$ cat config.mk
export PLATFORM = sky130hd
export DESIGN_NAME = trng_collector
export DESIGN_NICKNAME = d
export VERILOG_FILES = /design/src/rtl/trng_collector_pkg.sv /design/src/rtl/trng_fifo.sv /design/src/rtl/trng_collector.sv
export SDC_FILE = /design/constraint.sdc
export NUM_CORES = 1
export LEC_CHECK = 0
export CAP_MARGIN = 20
export CORE_ASPECT_RATIO = 1.4
export CORE_MARGIN = 2
export CORE_UTILIZATION = 37
export CTS_BUF_LIST = sky130_fd_sc_hd__clkbuf_16
export DETAILED_ROUTE_END_ITERATION = 16
export PLACE_DENSITY = 0.67
export REMOVE_ABC_BUFFERS = 1
export SLEW_MARGIN = 20
export SYNTH_ARGS = -nofsm -noshare
export SYNTH_HDL_FRONTEND = slang
export SYNTH_SLANG_ARGS = --single-unit
$ cat constraint.sdc
create_clock -name clock -period 5.2 [get_ports clock]
set_input_delay 1.04 -clock clock [delete_from_list [all_inputs] [get_ports clock]]
set_output_delay 1.04 -clock clock [all_outputs]
set_load 0.03 [all_outputs]
$ cat src/rtl/trng_collector_pkg.sv
// trng_collector_pkg
//   Shared helpers for the entropy collector: constant-width functions used
//   to size pointers, counters and the FIFO level port.
//   No ports (package).
package trng_collector_pkg;

  // Ceiling log2 for elaboration-time sizing; clog2(1) == 0.
  function automatic int clog2(input int value);
    int result;
    result = 0;
    while ((1 << result) < value) result++;
    return result;
  endfunction

  // Index width that never collapses to zero bits (a single bank still
  // needs a 1-bit pointer to keep the vectors legal).
  function automatic int idx_width(input int count);
    return (count > 1) ? clog2(count) : 1;
  endfunction

endpackage

$ cat src/rtl/trng_fifo.sv
// trng_fifo
//   Synchronous first-word-fall-through FIFO for packed entropy words.
//   The head word is visible on rd_data whenever empty==0.
// Ports
//   clock    in   system clock
//   reset    in   synchronous, active-low reset
//   push     in   write wr_data (ignored when full unless popping same cycle)
//   wr_data  in   WIDTH-bit word to store
//   pop      in   discard head word (ignored when empty)
//   rd_data  out  head word (undefined contents when empty)
//   full     out  DEPTH words stored
//   empty    out  no words stored
//   level    out  number of words stored
module trng_fifo
  import trng_collector_pkg::*;
#(
  parameter int WIDTH = 32,
  parameter int DEPTH = 4,
  localparam int AW = idx_width(DEPTH)
) (
  input  logic             clock,
  input  logic             reset,
  input  logic             push,
  input  logic [WIDTH-1:0] wr_data,
  input  logic             pop,
  output logic [WIDTH-1:0] rd_data,
  output logic             full,
  output logic             empty,
  output logic [AW:0]      level
);

  localparam logic [AW:0] FULL_LEVEL = DEPTH[AW:0];

  logic [WIDTH-1:0] mem [DEPTH];
  logic [AW-1:0]    wr_ptr_reg;
  logic [AW-1:0]    rd_ptr_reg;
  logic [AW:0]      level_reg;
  logic             do_push;
  logic             do_pop;

  assign empty   = (level_reg == '0);
  assign full    = (level_reg == FULL_LEVEL);
  assign do_pop  = pop && !empty;
  // A pop frees the slot in the same cycle, so a full FIFO can still accept.
  assign do_push = push && (!full || do_pop);
  assign level   = level_reg;
  assign rd_data = mem[rd_ptr_reg];

  // Storage array carries no reset so it maps onto plain memory.
  always_ff @(posedge clock) begin
    if (do_push) mem[wr_ptr_reg] <= wr_data;
  end

  always_ff @(posedge clock) begin
    if (!reset) begin
      wr_ptr_reg <= '0;
      rd_ptr_reg <= '0;
      level_reg  <= '0;
    end else begin
      if (do_push) wr_ptr_reg <= wr_ptr_reg + 1'b1;
      if (do_pop)  rd_ptr_reg <= rd_ptr_reg + 1'b1;
      case ({do_push, do_pop})
        2'b10:   level_reg <= level_reg + 1'b1;
        2'b01:   level_reg <= level_reg - 1'b1;
        default: level_reg <= level_reg;
      endcase
    end
  end

endmodule

$ cat src/rtl/trng_collector.sv
// trng_collector
//   Multi-bank entropy collector: captures raw samples per bank, grants one
//   bank per cycle round-robin, runs a repetition-count health test per bank,
//   optionally XOR-folds sample pairs, packs samples MSB-first into Dbw-bit
//   words and buffers them in a FWFT FIFO with ready/valid output.
// Ports
//   clock        in   system clock
//   reset        in   synchronous, active-low reset
//   smp_in       in   bank i sample on [i*Bpc +: Bpc]
//   smp_valid    in   per-bank capture pulse
//   bank_en      in   per-bank enable
//   decim_en     in   1: XOR-fold pairs of accepted samples
//   clear_err    in   pulse: clears health_fail, overrun and RCT counters
//   data_ready   in   consumer ready
//   data_out     out  FIFO head word, 0 when empty
//   data_valid   out  FIFO not empty
//   fifo_level   out  words stored in the FIFO
//   health_fail  out  sticky repetition-count failure per bank
//   overrun      out  sticky sample-dropped flag per bank
module trng_collector
  import trng_collector_pkg::*;
#(
  parameter int BANK_UNITS = 4,
  parameter int Bpc        = 4,
  parameter int Dbw        = 32,
  parameter int FIFO_DEPTH = 4,
  parameter int RCT_CUTOFF = 8
) (
  input  logic                      clock,
  input  logic                      reset,
  input  logic [BANK_UNITS*Bpc-1:0] smp_in,
  input  logic [BANK_UNITS-1:0]     smp_valid,
  input  logic [BANK_UNITS-1:0]     bank_en,
  input  logic                      decim_en,
  input  logic                      clear_err,
  input  logic                      data_ready,
  output logic [Dbw-1:0]            data_out,
  output logic                      data_valid,
  output logic [clog2(FIFO_DEPTH):0] fifo_level,
  output logic [BANK_UNITS-1:0]     health_fail,
  output logic [BANK_UNITS-1:0]     overrun
);

  localparam int WPS = Dbw / Bpc;
  localparam int PW  = idx_width(BANK_UNITS);
  localparam int CW  = clog2(WPS + 1);
  localparam int RW  = clog2(RCT_CUTOFF + 1);

  // Per-bank state gathered into vectors/arrays for the shared grant path.
  logic [Bpc-1:0]        hold_arr [BANK_UNITS];
  logic [Bpc-1:0]        last_arr [BANK_UNITS];
  logic [RW-1:0]         rct_arr  [BANK_UNITS];
  logic [BANK_UNITS-1:0] pending_vec;
  logic [BANK_UNITS-1:0] health_vec;
  logic [BANK_UNITS-1:0] overrun_vec;

  logic [PW-1:0]  ptr_reg;
  logic           grant_allowed;
  logic           grant_valid;
  logic [PW-1:0]  grant_idx;
  int             cand;

  logic [Bpc-1:0] grant_smp;
  logic [RW-1:0]  grant_rct;
  logic [RW-1:0]  rct_upd;
  logic           trip;
  logic           accept;

  logic           fold_valid_reg;
  logic [Bpc-1:0] fold_reg;
  logic           pack_in_valid;
  logic [Bpc-1:0] pack_in_data;
  logic [Dbw-1:0] pack_word_reg;
  logic [CW-1:0]  pack_cnt_reg;
  logic           pack_full;

  logic           fifo_push;
  logic           fifo_pop;
  logic           fifo_full;
  logic           fifo_empty;
  logic [Dbw-1:0] fifo_rd_data;

  // ---------------------------------------------------------------- banks
  for (genvar gi = 0; gi < BANK_UNITS; gi++) begin : g_bank
    logic           granted;
    logic           load;
    logic [Bpc-1:0] hold_reg;
    logic           pending_reg;
    logic           overrun_reg;
    logic [Bpc-1:0] last_reg;
    logic [RW-1:0]  rct_reg;
    logic           health_reg;

    assign granted = grant_valid && (grant_idx == PW'(gi));
    assign load    = smp_valid[gi] && bank_en[gi];

    assign hold_arr[gi]    = hold_reg;
    assign last_arr[gi]    = last_reg;
    assign rct_arr[gi]     = rct_reg;
    assign pending_vec[gi] = pending_reg;
    assign health_vec[gi]  = health_reg;
    assign overrun_vec[gi] = overrun_reg;

    always_ff @(posedge clock) begin
      if (!reset) begin
        hold_reg    <= '0;
        pending_reg <= 1'b0;
        overrun_reg <= 1'b0;
        last_reg    <= '0;
        rct_reg     <= '0;
        health_reg  <= 1'b0;
      end else begin
        // A grant in the same cycle empties the holding register, so the
        // new sample can take its place without loss.
        if (load && (!pending_reg || granted)) begin
          hold_reg    <= smp_in[gi*Bpc +: Bpc];
          pending_reg <= 1'b1;
        end else if (granted) begin
          pending_reg <= 1'b0;
        end

        if (clear_err) begin
          overrun_reg <= 1'b0;
        end else if (load && pending_reg && !granted) begin
          overrun_reg <= 1'b1;
        end

        if (granted) last_reg <= grant_smp;

        // Clear has priority over a trip landing in the same cycle.
        if (clear_err) begin
          rct_reg    <= '0;
          health_reg <= 1'b0;
        end else if (granted) begin
          rct_reg <= rct_upd;
          if (trip) health_reg <= 1'b1;
        end
      end
    end
  end

  // -------------------------------------------------------------- arbiter
  // Stall grants only when a full word is stuck in the packer.
  assign grant_allowed = !pack_full || fifo_push;

  // Scan offsets from highest to lowest so the nearest pending bank at or
  // after the pointer is the last assignment and wins.
  always_comb begin
    grant_valid = 1'b0;
    grant_idx   = '0;
    cand        = 0;
    if (grant_allowed) begin
      for (int k = BANK_UNITS - 1; k >= 0; k--) begin
        cand = int'(ptr_reg) + k;
        if (cand >= BANK_UNITS) cand = cand - BANK_UNITS;
        if (pending_vec[cand[PW-1:0]]) begin
          grant_valid = 1'b1;
          grant_idx   = cand[PW-1:0];
        end
      end
    end
  end

  always_ff @(posedge clock) begin
    if (!reset) begin
      ptr_reg <= '0;
    end else if (grant_valid) begin
      ptr_reg <= (grant_idx == PW'(BANK_UNITS - 1)) ? '0 : grant_idx + 1'b1;
    end
  end

  // --------------------------------------------------------------- health
  always_comb begin
    grant_smp = hold_arr[grant_idx];
    grant_rct = rct_arr[grant_idx];
    if (grant_smp == last_arr[grant_idx]) begin
      rct_upd = (grant_rct == RW'(RCT_CUTOFF)) ? grant_rct : grant_rct + 1'b1;
    end else begin
      rct_upd = RW'(1);
    end
    trip   = grant_valid && (rct_upd == RW'(RCT_CUTOFF));
    // Samples of a failed bank, including the one that trips it, are
    // consumed from the holding register but never reach the packer.
    accept = grant_valid && !health_vec[grant_idx] && !trip;
  end

  // ----------------------------------------------------------- decimation
  // The decim_en decision is taken only on the first sample of a pair, so
  // toggling it mid-pair still completes the pair in progress.
  always_comb begin
    pack_in_valid = 1'b0;
    pack_in_data  = grant_smp;
    if (accept) begin
      if (fold_valid_reg) begin
        pack_in_valid = 1'b1;
        pack_in_data  = fold_reg ^ grant_smp;
      end else if (!decim_en) begin
        pack_in_valid = 1'b1;
      end
    end
  end

  always_ff @(posedge clock) begin
    if (!reset) begin
      fold_valid_reg <= 1'b0;
      fold_reg       <= '0;
    end else if (accept) begin
      if (fold_valid_reg) begin
        fold_valid_reg <= 1'b0;
      end else if (decim_en) begin
        fold_valid_reg <= 1'b1;
        fold_reg       <= grant_smp;
      end
    end
  end

  // --------------------------------------------------------------- packer
  assign pack_full = (pack_cnt_reg == CW'(WPS));
  assign fifo_pop  = data_valid && data_ready;
  assign fifo_push = pack_full && (!fifo_full || fifo_pop);

  always_ff @(posedge clock) begin
    if (!reset) begin
      pack_word_reg <= '0;
      pack_cnt_reg  <= '0;
    end else begin
      // Older samples shift toward the MSB; a full word is overwritten
      // entirely by the next WPS samples, so no explicit clear on push.
      if (pack_in_valid) pack_word_reg <= {pack_word_reg[Dbw-Bpc-1:0], pack_in_data};
      if (fifo_push) begin
        pack_cnt_reg <= pack_in_valid ? CW'(1) : '0;
      end else if (pack_in_valid) begin
        pack_cnt_reg <= pack_cnt_reg + 1'b1;
      end
    end
  end

  // ----------------------------------------------------------------- fifo
  trng_fifo #(
    .WIDTH (Dbw),
    .DEPTH (FIFO_DEPTH)
  ) u_fifo (
    .clock   (clock),
    .reset   (reset),
    .push    (fifo_push),
    .wr_data (pack_word_reg),
    .pop     (fifo_pop),
    .rd_data (fifo_rd_data),
    .full    (fifo_full),
    .empty   (fifo_empty),
    .level   (fifo_level)
  );

  assign data_valid  = !fifo_empty;
  assign data_out    = fifo_empty ? '0 : fifo_rd_data;
  assign health_fail = health_vec;
  assign overrun     = overrun_vec;

endmodule
==> results.json <==
{
  "clk_pin_slew_ns": 0.06,
  "drtIter0Drc": 284,
  "numCtsBuffers": 24,
  "worst_hold_path_type": "reg2reg",
  "p_sw_share_pct": 24.8,
  "clockPowerShare_pct": 40.1,
  "required_ns": 5.59,
  "placed_area_um2": 11200,
  "yosysSeqAreaShare_pct": 59.9,
  "numClockSinks": 240,
  "arrival_ns": 4.70,
  "yosys.area_share.adder_pct": 1.80,
  "largest_reg_flops": 128,
  "cts_setup_buffers": 0,
  "syn-cell-area_um2": 10200,
  "finalClockSkew_ns": 0.00708,
  "p_leak_uw": 0.00399,
  "wl_mm": 20.0,
  "antenna_found_initial": 0,
  "final_util_pct": 44.8,
  "mostFrequentLayoutCell": "edfxtp_1",
  "fin_crit_sh_pct": 82.9,
  "grt_pass1_vias": 6154,
  "n_antenna_cell": 0,
  "cpPeakStageDelay_ns": 0.55,
  "synth-compound-area-share_pct": 8.34,
  "p_sw_uw": 1100,
  "syn_area_per_cell_um2": 12.6,
  "synthFlopType": "edfxtp_1",
  "crit_slowest_cell": "or4_1",
  "cap_violations": 0,
  "critPathMaxFanout": 39,
  "rsz0062_at_grt": "false",
  "cts_hold_buf": 0,
  "area_growth_pct": 18.6,
  "intPower_uw": 3330,
  "h-tree-depth": 1,
  "drive_gt1_share_pct": 11.6,
  "ys_types": 60,
  "layout.nets": 914,
  "critPathLaunchType": "primary input",
  "clock_latency_ns": 0.51,
  "fin_tns_setup_ns": 0,
  "p_comb_share_pct": 13.2,
  "grt_remaining_overflow": 0,
  "rows": 71,
  "multi_input_area_um2": 3730,
  "grt_usage_pct": 14.2,
  "grt_max_degree": 94,
  "tightestPinTransition_ns": 0.945,
  "grt_pass1_wl_mm": 32.3,
  "hold_viol": 0,
  "syn_inst": 807,
  "muxShareOfSynthArea_pct": 12.1,
  "drtAntennaViolNets": 0,
  "fmax_ghz": 0.232,
  "critical_path.cell_chain": "clkdlybuf4s50_1 -> nor4b_2 -> and2_1 -> nor4_4 -> buf_4 -> a21oi_1 -> a22o_1 -> or4_1 -> a2111o_1 -> o31ai_4 -> buf_12 -> mux2i_1 -> nor2b_1",
  "cts_root_buf": "clkbuf_16",
  "die-area_um2": 28800,
  "synth_top_family_by_area": "simple AND/OR/NAND/NOR gates",
  "cp_top_family": "simple AND/OR/NAND/NOR gates",
  "wl_per_cell_um": 15.9,
  "cts_buffer_depth": 3,
  "cts_tree": "built",
  "end_kind": "register",
  "regArea_um2": 6090,
  "slew_viol_final": 0,
  "power_density_nw_per_um2": 367,
  "synth_xor_area_share_pct": 1.03,
  "status": "finished, final reports clean",
  "synthSimpleGateAreaFrac_pct": 13.3,
  "viasPerCell": 4.86,
  "most-common-layout-cells": "edfxtp_1, dfxtp_1, nand2_1",
  "critPathKind": "in2reg",
  "die_h_um": 200,
  "setup_viol_count_final": 0,
  "io_buffers": 72,
  "fillers": 2420,
  "chipWidth_um": 144,
  "coreArea_um2": 26900,
  "place_congestion": 0.841,
  "dr.pass1.iters": 4,
  "ys_seq_elements": 240,
  "min_period_ns": 4.31,
  "vias": 6093,
  "vdd_ir_drop_max_mv": 0.242,
  "worst-path-buf-inv": 3,
  "start_util_pct": 37.8,
  "sequentialPowerShare_pct": 46.6,
  "hpwlAfterDp_mm": 12.7,
  "cts_resized": 0,
  "drc": 0,
  "yosys_warnings": 0,
  "synth_enable_flop_cells": 128,
  "ios": 73,
  "postLayoutCellArea_um2": 12100,
  "async_flop_share_pct": 0,
  "slew_headroom_pct": 36.5
}
[logic make-up after synthesis]
logic type / Yosys count
adder cells (fa/ha/maj): 14
multiplexers: 83
AO/OA/AOI/OAI: 120
XOR/XNOR: 12
flip-flops: 240
AND/OR/NAND/NOR: 264
buffers and inverters: 74
[metrics by stage]
step           cells  worst slack [ns]  hold WS [ns]  power [µW]
2_1_floorplan    753             -1.21         0.435        2480
3_3_place_gp    1210             0.395         0.441        2680
3_5_place_dp    1210             0.368         0.448        2690
4_1_cts         1253             0.884         0.457        4470
5_1_grt         1253             0.736         0.480        4620
6_report        1253             0.892         0.458        4430
[cells in the mapped netlist (5+ instances only)]
master,n,area share (%)
nor2b_1,53,3.3
mux4_2,32,7.1
buf_4,11,0.81
a21boi_0,23,1.7
nor2_1,23,0.85
buf_1,7,0.26
dfxtp_1,112,22
nand2_1,108,4.0
o21ai_0,5,0.25
clkbuf_1,28,1.0
and2_1,57,3.5
o21a_1,5,0.37
a211oi_1,5,0.37
mux2i_1,49,4.8
a22oi_1,5,0.37
edfxtp_1,128,38
a21oi_1,41,2.0
ha_1,13,1.6
xnor2_1,8,0.69
or3_1,6,0.37
inv_1,19,0.70
[final timing paths]
check                   from               end  slack, ns  depth (start not counted)
max               data_ready  pack_word_reg[8]       0.89                         13
max reg2reg  pack_cnt_reg[0]  pack_word_reg[8]       1.14                         14
min reg2reg      fold_reg[0]       fold_reg[0]       0.46                          2
min              fold_reg[0]       fold_reg[0]       0.46                          2
[tightest hold or removal path: cells and delay by family, from the launching register on]
family           cells  cell delay, ns
flip-flops           1            0.31
multiplexers         1            0.05
AND/OR/NAND/NOR      1            0.05
[cell type report]
type	count	area share, %
sequential	240	50.5
tap	365	3.79
inverter	20	0.623
multi-input combinational	493	31.0
clock buffer	25	5.19
timing repair buffer	92	7.29
clock inverter	18	1.64
[power groups by stage]
stage,clock network (µW),registers (µW),logic (µW)
2_1_floorplan,0,2090,392
3_3_place_gp,0,2100,575
3_5_place_dp,0,2100,586
4_1_cts,1820,2060,589
5_1_grt,1910,2070,642
6_report,1780,2060,586
[per-layer routing]
layer | share of wire [%] | vias up | routed length [µm] | GRT usage, %
li1 | - | 3006 | - | -
met1 | 43 | 2969 | 8580 | 17.2
met4 | 1.6 | 0 | 324 | 3.30
met5 | 0 | - | 0 | 0
met3 | 3.1 | 24 | 617 | 1.91
met2 | 52 | 94 | 10400 | 26.6
Power figures use the tool's default switching activity.
